==> config.mk <==
export PLATFORM = sky130hd
export DESIGN_NAME = heater_drive_ctrl_flat
export DESIGN_NICKNAME = d
export VERILOG_FILES = /design/src/rtl/heater_drive_ctrl_if.sv /design/src/rtl/heater_drive_ctrl.sv /design/src/flat_wrapper.sv
export SDC_FILE = /design/constraint.sdc
export NUM_CORES = 1
export LEC_CHECK = 0
export CORE_MARGIN = 2
export CORE_UTILIZATION = 45
export CTS_CLUSTER_DIAMETER = 50
export DETAILED_ROUTE_END_ITERATION = 12
export PLACE_DENSITY = 0.87
export REMOVE_ABC_BUFFERS = 1
export SLEW_MARGIN = 40
export SYNTH_ARGS = -nofsm -noshare
export SYNTH_HDL_FRONTEND = slang
export SYNTH_SLANG_ARGS = --single-unit
==> constraint.sdc <==
create_clock -name Clk -period 10.48 [get_ports Clk]
set_input_delay 2.096 -clock Clk [delete_from_list [all_inputs] [get_ports Clk]]
set_output_delay 2.096 -clock Clk [all_outputs]
set_load 0.03 [all_outputs]
==> src/rtl/heater_drive_ctrl_if.sv <==
// Bundles the run-request, heater-word and result signals of heater_drive_ctrl.
// The master drives the requests and reg_1; the slave (controller) drives the results.
interface heater_drive_ctrl_if #(
    parameter int PHASE_W = 8
);
    logic               start;
    logic               abort;
    logic [PHASE_W-1:0] duty;
    logic [15:0]        periods;
    logic [31:0]        reg_0;
    logic [31:0]        reg_1;
    logic               busy;
    logic               done;
    logic               aborted;
    logic [31:0]        on_cycles;
    logic [31:0]        status_snap;

    modport master (
        output start, abort, duty, periods, reg_1,
        input  reg_0, busy, done, aborted, on_cycles, status_snap
    );

    modport slave (
        input  start, abort, duty, periods, reg_1,
        output reg_0, busy, done, aborted, on_cycles, status_snap
    );
endinterface

==> src/rtl/heater_drive_ctrl.sv <==
// PWM heater drive: runs `periods` PWM periods at `duty`, settles, then snapshots
// the heater status word. Every output is a flop; abort and reset cut a run short.
module heater_drive_ctrl #(
    parameter int PHASE_W       = 8,
    parameter int SETTLE_CYCLES = 4
) (
    input logic              Clk,
    input logic              Reset,
    heater_drive_ctrl_if.slave bus
);
    typedef enum logic [1:0] {IDLE, HEAT, SETTLE} state_t;

    localparam logic [PHASE_W-1:0] PHASE_MAX   = '1;
    localparam logic [7:0]         SETTLE_LAST = 8'(SETTLE_CYCLES - 1);

    state_t             state, state_next;
    logic [PHASE_W-1:0] phase, phase_inc, duty_q;
    logic [15:0]        periods_left;
    logic [7:0]         settle_cnt;
    logic               heat_en, busy_q, done_q, aborted_q;
    logic [31:0]        on_cycles_q, status_snap_q;
    logic               accept, zero_run, run_abort, settle_end, last_wrap;

    assign phase_inc = phase + 1'b1;
    assign last_wrap = (phase == PHASE_MAX) && (periods_left == 16'd1);

    // NOTE: every signal gets a default before the case so no path leaves one unassigned (no latches).
    always_comb begin
        state_next = state;
        accept     = 1'b0;
        zero_run   = 1'b0;
        run_abort  = 1'b0;
        settle_end = 1'b0;
        case (state)
            IDLE: begin
                // abort wins over a simultaneous start
                if (bus.start && !bus.abort) begin
                    if (bus.periods != 16'd0) begin
                        accept     = 1'b1;
                        state_next = HEAT;
                    end else begin
                        zero_run = 1'b1;
                    end
                end
            end
            HEAT: begin
                if (bus.abort) begin
                    run_abort  = 1'b1;
                    state_next = IDLE;
                end else if (last_wrap) begin
                    state_next = SETTLE;
                end
            end
            SETTLE: begin
                if (bus.abort) begin
                    run_abort  = 1'b1;
                    state_next = IDLE;
                end else if (settle_cnt == SETTLE_LAST) begin
                    settle_end = 1'b1;
                    state_next = IDLE;
                end
            end
            default: state_next = IDLE;
        endcase
    end

    // NOTE: sequential state uses non-blocking assignments so every flop sees pre-edge values.
    always_ff @(posedge Clk or posedge Reset) begin
        if (Reset) state <= IDLE;
        else       state <= state_next;
    end

    // heat_en is computed one cycle ahead so reg_0[0] tracks (phase < duty) as a flop
    always_ff @(posedge Clk or posedge Reset) begin
        if (Reset) begin
            phase         <= '0;
            duty_q        <= '0;
            periods_left  <= '0;
            settle_cnt    <= '0;
            heat_en       <= 1'b0;
            busy_q        <= 1'b0;
            done_q        <= 1'b0;
            aborted_q     <= 1'b0;
            on_cycles_q   <= '0;
            status_snap_q <= '0;
        end else begin
            done_q <= zero_run | run_abort | settle_end;
            busy_q <= (state_next != IDLE);
            if (heat_en && on_cycles_q != '1)
                on_cycles_q <= on_cycles_q + 32'd1;

            if (accept) begin
                duty_q       <= bus.duty;
                periods_left <= bus.periods;
                phase        <= '0;
                on_cycles_q  <= '0;
                aborted_q    <= 1'b0;
                heat_en      <= (bus.duty != '0);
            end else if (zero_run) begin
                on_cycles_q <= '0;
                aborted_q   <= 1'b0;
                heat_en     <= 1'b0;
            end else if (run_abort) begin
                heat_en   <= 1'b0;
                aborted_q <= 1'b1;
            end else if (state == HEAT) begin
                phase <= phase_inc;
                if (phase == PHASE_MAX)
                    periods_left <= periods_left - 16'd1;
                if (last_wrap) begin
                    heat_en    <= 1'b0;
                    settle_cnt <= '0;
                end else begin
                    heat_en <= (phase_inc < duty_q);
                end
            end else if (state == SETTLE) begin
                settle_cnt <= settle_cnt + 8'd1;
                if (settle_end)
                    status_snap_q <= bus.reg_1;
            end
        end
    end

    assign bus.reg_0       = {31'b0, heat_en};
    assign bus.busy        = busy_q;
    assign bus.done        = done_q;
    assign bus.aborted     = aborted_q;
    assign bus.on_cycles   = on_cycles_q;
    assign bus.status_snap = status_snap_q;
endmodule

==> src/flat_wrapper.sv <==
// flat-port wrapper written by rule: the top's interface ports become plain ports
module heater_drive_ctrl_flat 
#(
    parameter int PHASE_W       = 8,
    parameter int SETTLE_CYCLES = 4
)
  (Clk, Reset, bus_start, bus_abort, bus_duty, bus_periods, bus_reg_1, bus_reg_0, bus_busy, bus_done, bus_aborted, bus_on_cycles, bus_status_snap);
  heater_drive_ctrl_if #(.PHASE_W(PHASE_W)) bus_i ();
  input logic Clk;
  input logic Reset;
  input wire logic [$bits(bus_i.start)-1:0] bus_start;
  input wire logic [$bits(bus_i.abort)-1:0] bus_abort;
  input wire logic [$bits(bus_i.duty)-1:0] bus_duty;
  input wire logic [$bits(bus_i.periods)-1:0] bus_periods;
  input wire logic [$bits(bus_i.reg_1)-1:0] bus_reg_1;
  output wire logic [$bits(bus_i.reg_0)-1:0] bus_reg_0;
  output wire logic [$bits(bus_i.busy)-1:0] bus_busy;
  output wire logic [$bits(bus_i.done)-1:0] bus_done;
  output wire logic [$bits(bus_i.aborted)-1:0] bus_aborted;
  output wire logic [$bits(bus_i.on_cycles)-1:0] bus_on_cycles;
  output wire logic [$bits(bus_i.status_snap)-1:0] bus_status_snap;
  assign bus_i.start = bus_start;
  assign bus_i.abort = bus_abort;
  assign bus_i.duty = bus_duty;
  assign bus_i.periods = bus_periods;
  assign bus_i.reg_1 = bus_reg_1;
  assign bus_reg_0 = bus_i.reg_0;
  assign bus_busy = bus_i.busy;
  assign bus_done = bus_i.done;
  assign bus_aborted = bus_i.aborted;
  assign bus_on_cycles = bus_i.on_cycles;
  assign bus_status_snap = bus_i.status_snap;
  heater_drive_ctrl #(.PHASE_W(PHASE_W), .SETTLE_CYCLES(SETTLE_CYCLES)) u_core (.Clk(Clk), .Reset(Reset), .bus(bus_i));
endmodule
==> flow_summary.toml <==
[worst_hold_path]
hold_path.class = "register to register"

[grt]
track_usage_pct = 19.6
grt_pass1_wl_mm = 22.4
grt_pass1_vias = 4559
grt_overflow = 0
grt_max_degree = 75
antenna_found_initial = 0

[setup_path]
worstSetupPathType = "input pin to register"
critical_path_buf_inv_count = 1
required_ns = 10.72
slowest_delay_ns = 0.65
cp_max_fo = 18
crit_family = "simple AND/OR/NAND/NOR gates"
start_kind = "input pin"
crit_chain = "clkdlybuf4s50_1 -> nand3b_1 -> and3_1 -> nand3_1 -> o311a_1 -> a221o_1"
slowest_stage = "and3_1"
crit_path_end_kind = "register"
arrival_ns = 4.98

[floorplanning]
core_region_area_sq_um = 12600
fp.dieH_um = 118
die-width_um = 118
dieArea_sq_um = 13900
row_count = 41
pin_count = 159
initial_utilization_pct = 46.2

[detailed_routing]
drc_errors = 0
firstDrtPassIters = 4
antenna_left = 0
wire_per_inst_um = 15.1
dr_total_vias = 4701
totalWireLength_mm = 13.3
via_per_inst = 5.34
drt_iter0_drc = 310

[synthesis]
synthCells = 585
synth-main-ff-cell = "dfrtp_1"
syn_avg_cell_area_sq_um = 9.97
ys_seq_area_share_pct = 47.2
synth-edff-count = 0
ys_warn_count = 0
ys_types = 57
netlist_area_sq_um = 5830
ys_ff_latch = 110
async_flop_share_pct = 100

[placement]
place_area_sq_um = 7170
port_buffers = 127
gp_congestion = 0.856
dp.cells = 865
hpwl_mm = 9.83

[clock_tree]
clock_sinks = 110
numCtsBuffers = 9
clk_pin_slew_worst_paths_ns = 0.07
post_cts_buffers = 0
clockBufferDepth = 2
cts-root-buf = "clkbuf_16"
clock_latency_ns = 0.36
htreeDepth = 3
cts_tree = "yes"
hold_buffers = 0
cts_resized = 0

[power]
p_leak_nw = 3.25
ir_worst_vdd_uv = 101
total_power_mw = 1.21
powerDensity_nw_per_um2 = 162

[sta]
slew_headroom_pct = 41.8
period_share_pct = 45.3
max_freq_mhz = 211
setup_viol = 0
finClkSkew_ns = 0.0101
finalCriticalPeriod_ns = 4.74
rsz0062_at_grt = "no"
worst_pin_slew_ns = 0.872
maxSlewViolCount = 0
hold_viol_final = 0
final.setup.tns_ns = 0

[finish]
fin_area_sq_um = 7460
drive_above_1_share_pct = 9.73
utilization_pct = 59.1
fin_nets = 780
stdcell_count = 881
layout_commonest_cell = "clkdlybuf4s50_1"
fill_cells = 1061
antenna_cells = 0
area_growth_syn_to_layout_pct = 28.0
final_cell_mix = "127 x clkdlybuf4s50_1, 110 x dfrtp_1, 59 x nand2_1, 50 x nor2_1, 32 x mux2_2"

[status]
status = "finished clean"

[flow_run]
max-cap-violations = 0
stage by stage:
| stage | setup slack (ns) | hold slack, ns |
|---|---|---|
| after floorplan | 5.28 | 0.446 |
| after global placement | 5.46 | 0.460 |
| after detailed placement | 5.38 | 0.481 |
| after CTS | 5.74 | 0.499 |
| after global routing | 5.54 | 0.507 |
| final | 5.74 | 0.490 |
worst reg2reg max path, cell delays in order, from the launching register on:
cell and delay (ns):
dfrtp_1 0.42, inv_1 0.09, ha_1 0.23, nand3b_1 0.55
and3_1 0.66, nand3_1 0.39, o311a_1 0.40, a221o_1 0.27
worst paths after layout:
check / from / endpoint / slack [ns] / cells after the start
max reg2reg: u_core.state[1] / u_core.periods_left[13] / 7.37 / 7
min: u_core.duty_q[0] / u_core.duty_q[0] / 0.49 / 2
min in group asynchronous: Reset / u_core.bus.on_cycles[2] / 2.11 / 2
max: bus_abort / u_core.periods_left[13] / 5.74 / 6
min reg2reg: u_core.duty_q[0] / u_core.duty_q[0] / 0.49 / 2
max in group asynchronous: Reset / u_core.phase[3] / 7.37 / 3
routing by layer:
layer,up-vias,wire [um],track usage [%]
met5,-,0,0
met4,0,150,4.52
met3,14,736,5.04
met2,150,6730,33.8
met1,2269,5680,24.7
li1,2268,-,-
final cells by class:
| type | count | area [sq um] | area share, % |
|---|---|---|---|
| flip-flops and latches | 110 | 2750 | 36.9 |
| repair buffers | 131 | 1310 | 17.5 |
| multi-input cells | 434 | 2820 | 37.8 |
| clock buffers | 9 | 225 | 3.02 |
| well taps | 172 | 215 | 2.88 |
| clock inverters | 7 | 72.6 | 0.972 |
| inverters | 18 | 70.1 | 0.939 |
cell families (layout without fill, tap and decap cells):
group | Yosys count | after routing | synth area share, %
adder cells (fa/ha/maj) | 16 | 16 | 3.43
multiplexers | 35 | 35 | 6.69
other | 1 | 31 | 0.0643
AND/OR/NAND/NOR | 220 | 220 | 19.0
flip-flops | 110 | 110 | 47.2
AO/OA/AOI/OAI | 92 | 92 | 10.7
buffers and inverters | 71 | 165 | 6.89
XOR/XNOR | 40 | 40 | 6.01
registers in the layout (all words and copies together), names as in the netlist:
name	cells
u_core.bus.aborted	1
u_core.heat_en	1
u_core.settle_cnt	8
u_core.bus.busy	1
u_core.state	2
u_core.periods_left	16
u_core.bus.on_cycles	32
u_core.phase	8
u_core.bus.done	1
u_core.duty_q	8
u_core.bus.status_snap	32
power breakdown:
part / switching, mW / leakage, nW / internal, mW / total (mW)
combinational: 0.191 / 1.62 / 0.134 / 0.325
clock: 0.157 / 0.142 / 0.186 / 0.343
sequential: 0.0581 / 1.48 / 0.484 / 0.542
Yosys cell counts, types with 3 or more instances:
library cell	count	area share, %
a31oi_1	4	0.43
nand2_1	59	3.8
o21ai_0	25	2.1
dfrtp_1	110	47
nor4_1	13	1.4
a21oi_1	20	1.7
xor2_1	17	2.6
nand4_1	19	2.0
a211oi_1	7	0.90
mux2i_1	3	0.51
ha_1	16	3.4
a31o_2	3	0.45
or4_1	3	0.39
inv_1	18	1.2
nor3_1	12	1.0
clkbuf_1	16	1.0
nand3_1	21	1.8
o211ai_1	7	0.90
nand2b_1	4	0.43
nor2_1	51	3.3
buf_4	34	4.4
and3_1	8	0.86
a221o_1	6	1.0
xnor2_1	23	3.5
or3_1	12	1.3
and4_1	4	0.60
mux2_2	32	6.2
Note: power is estimated with default switching activity, not from simulation.
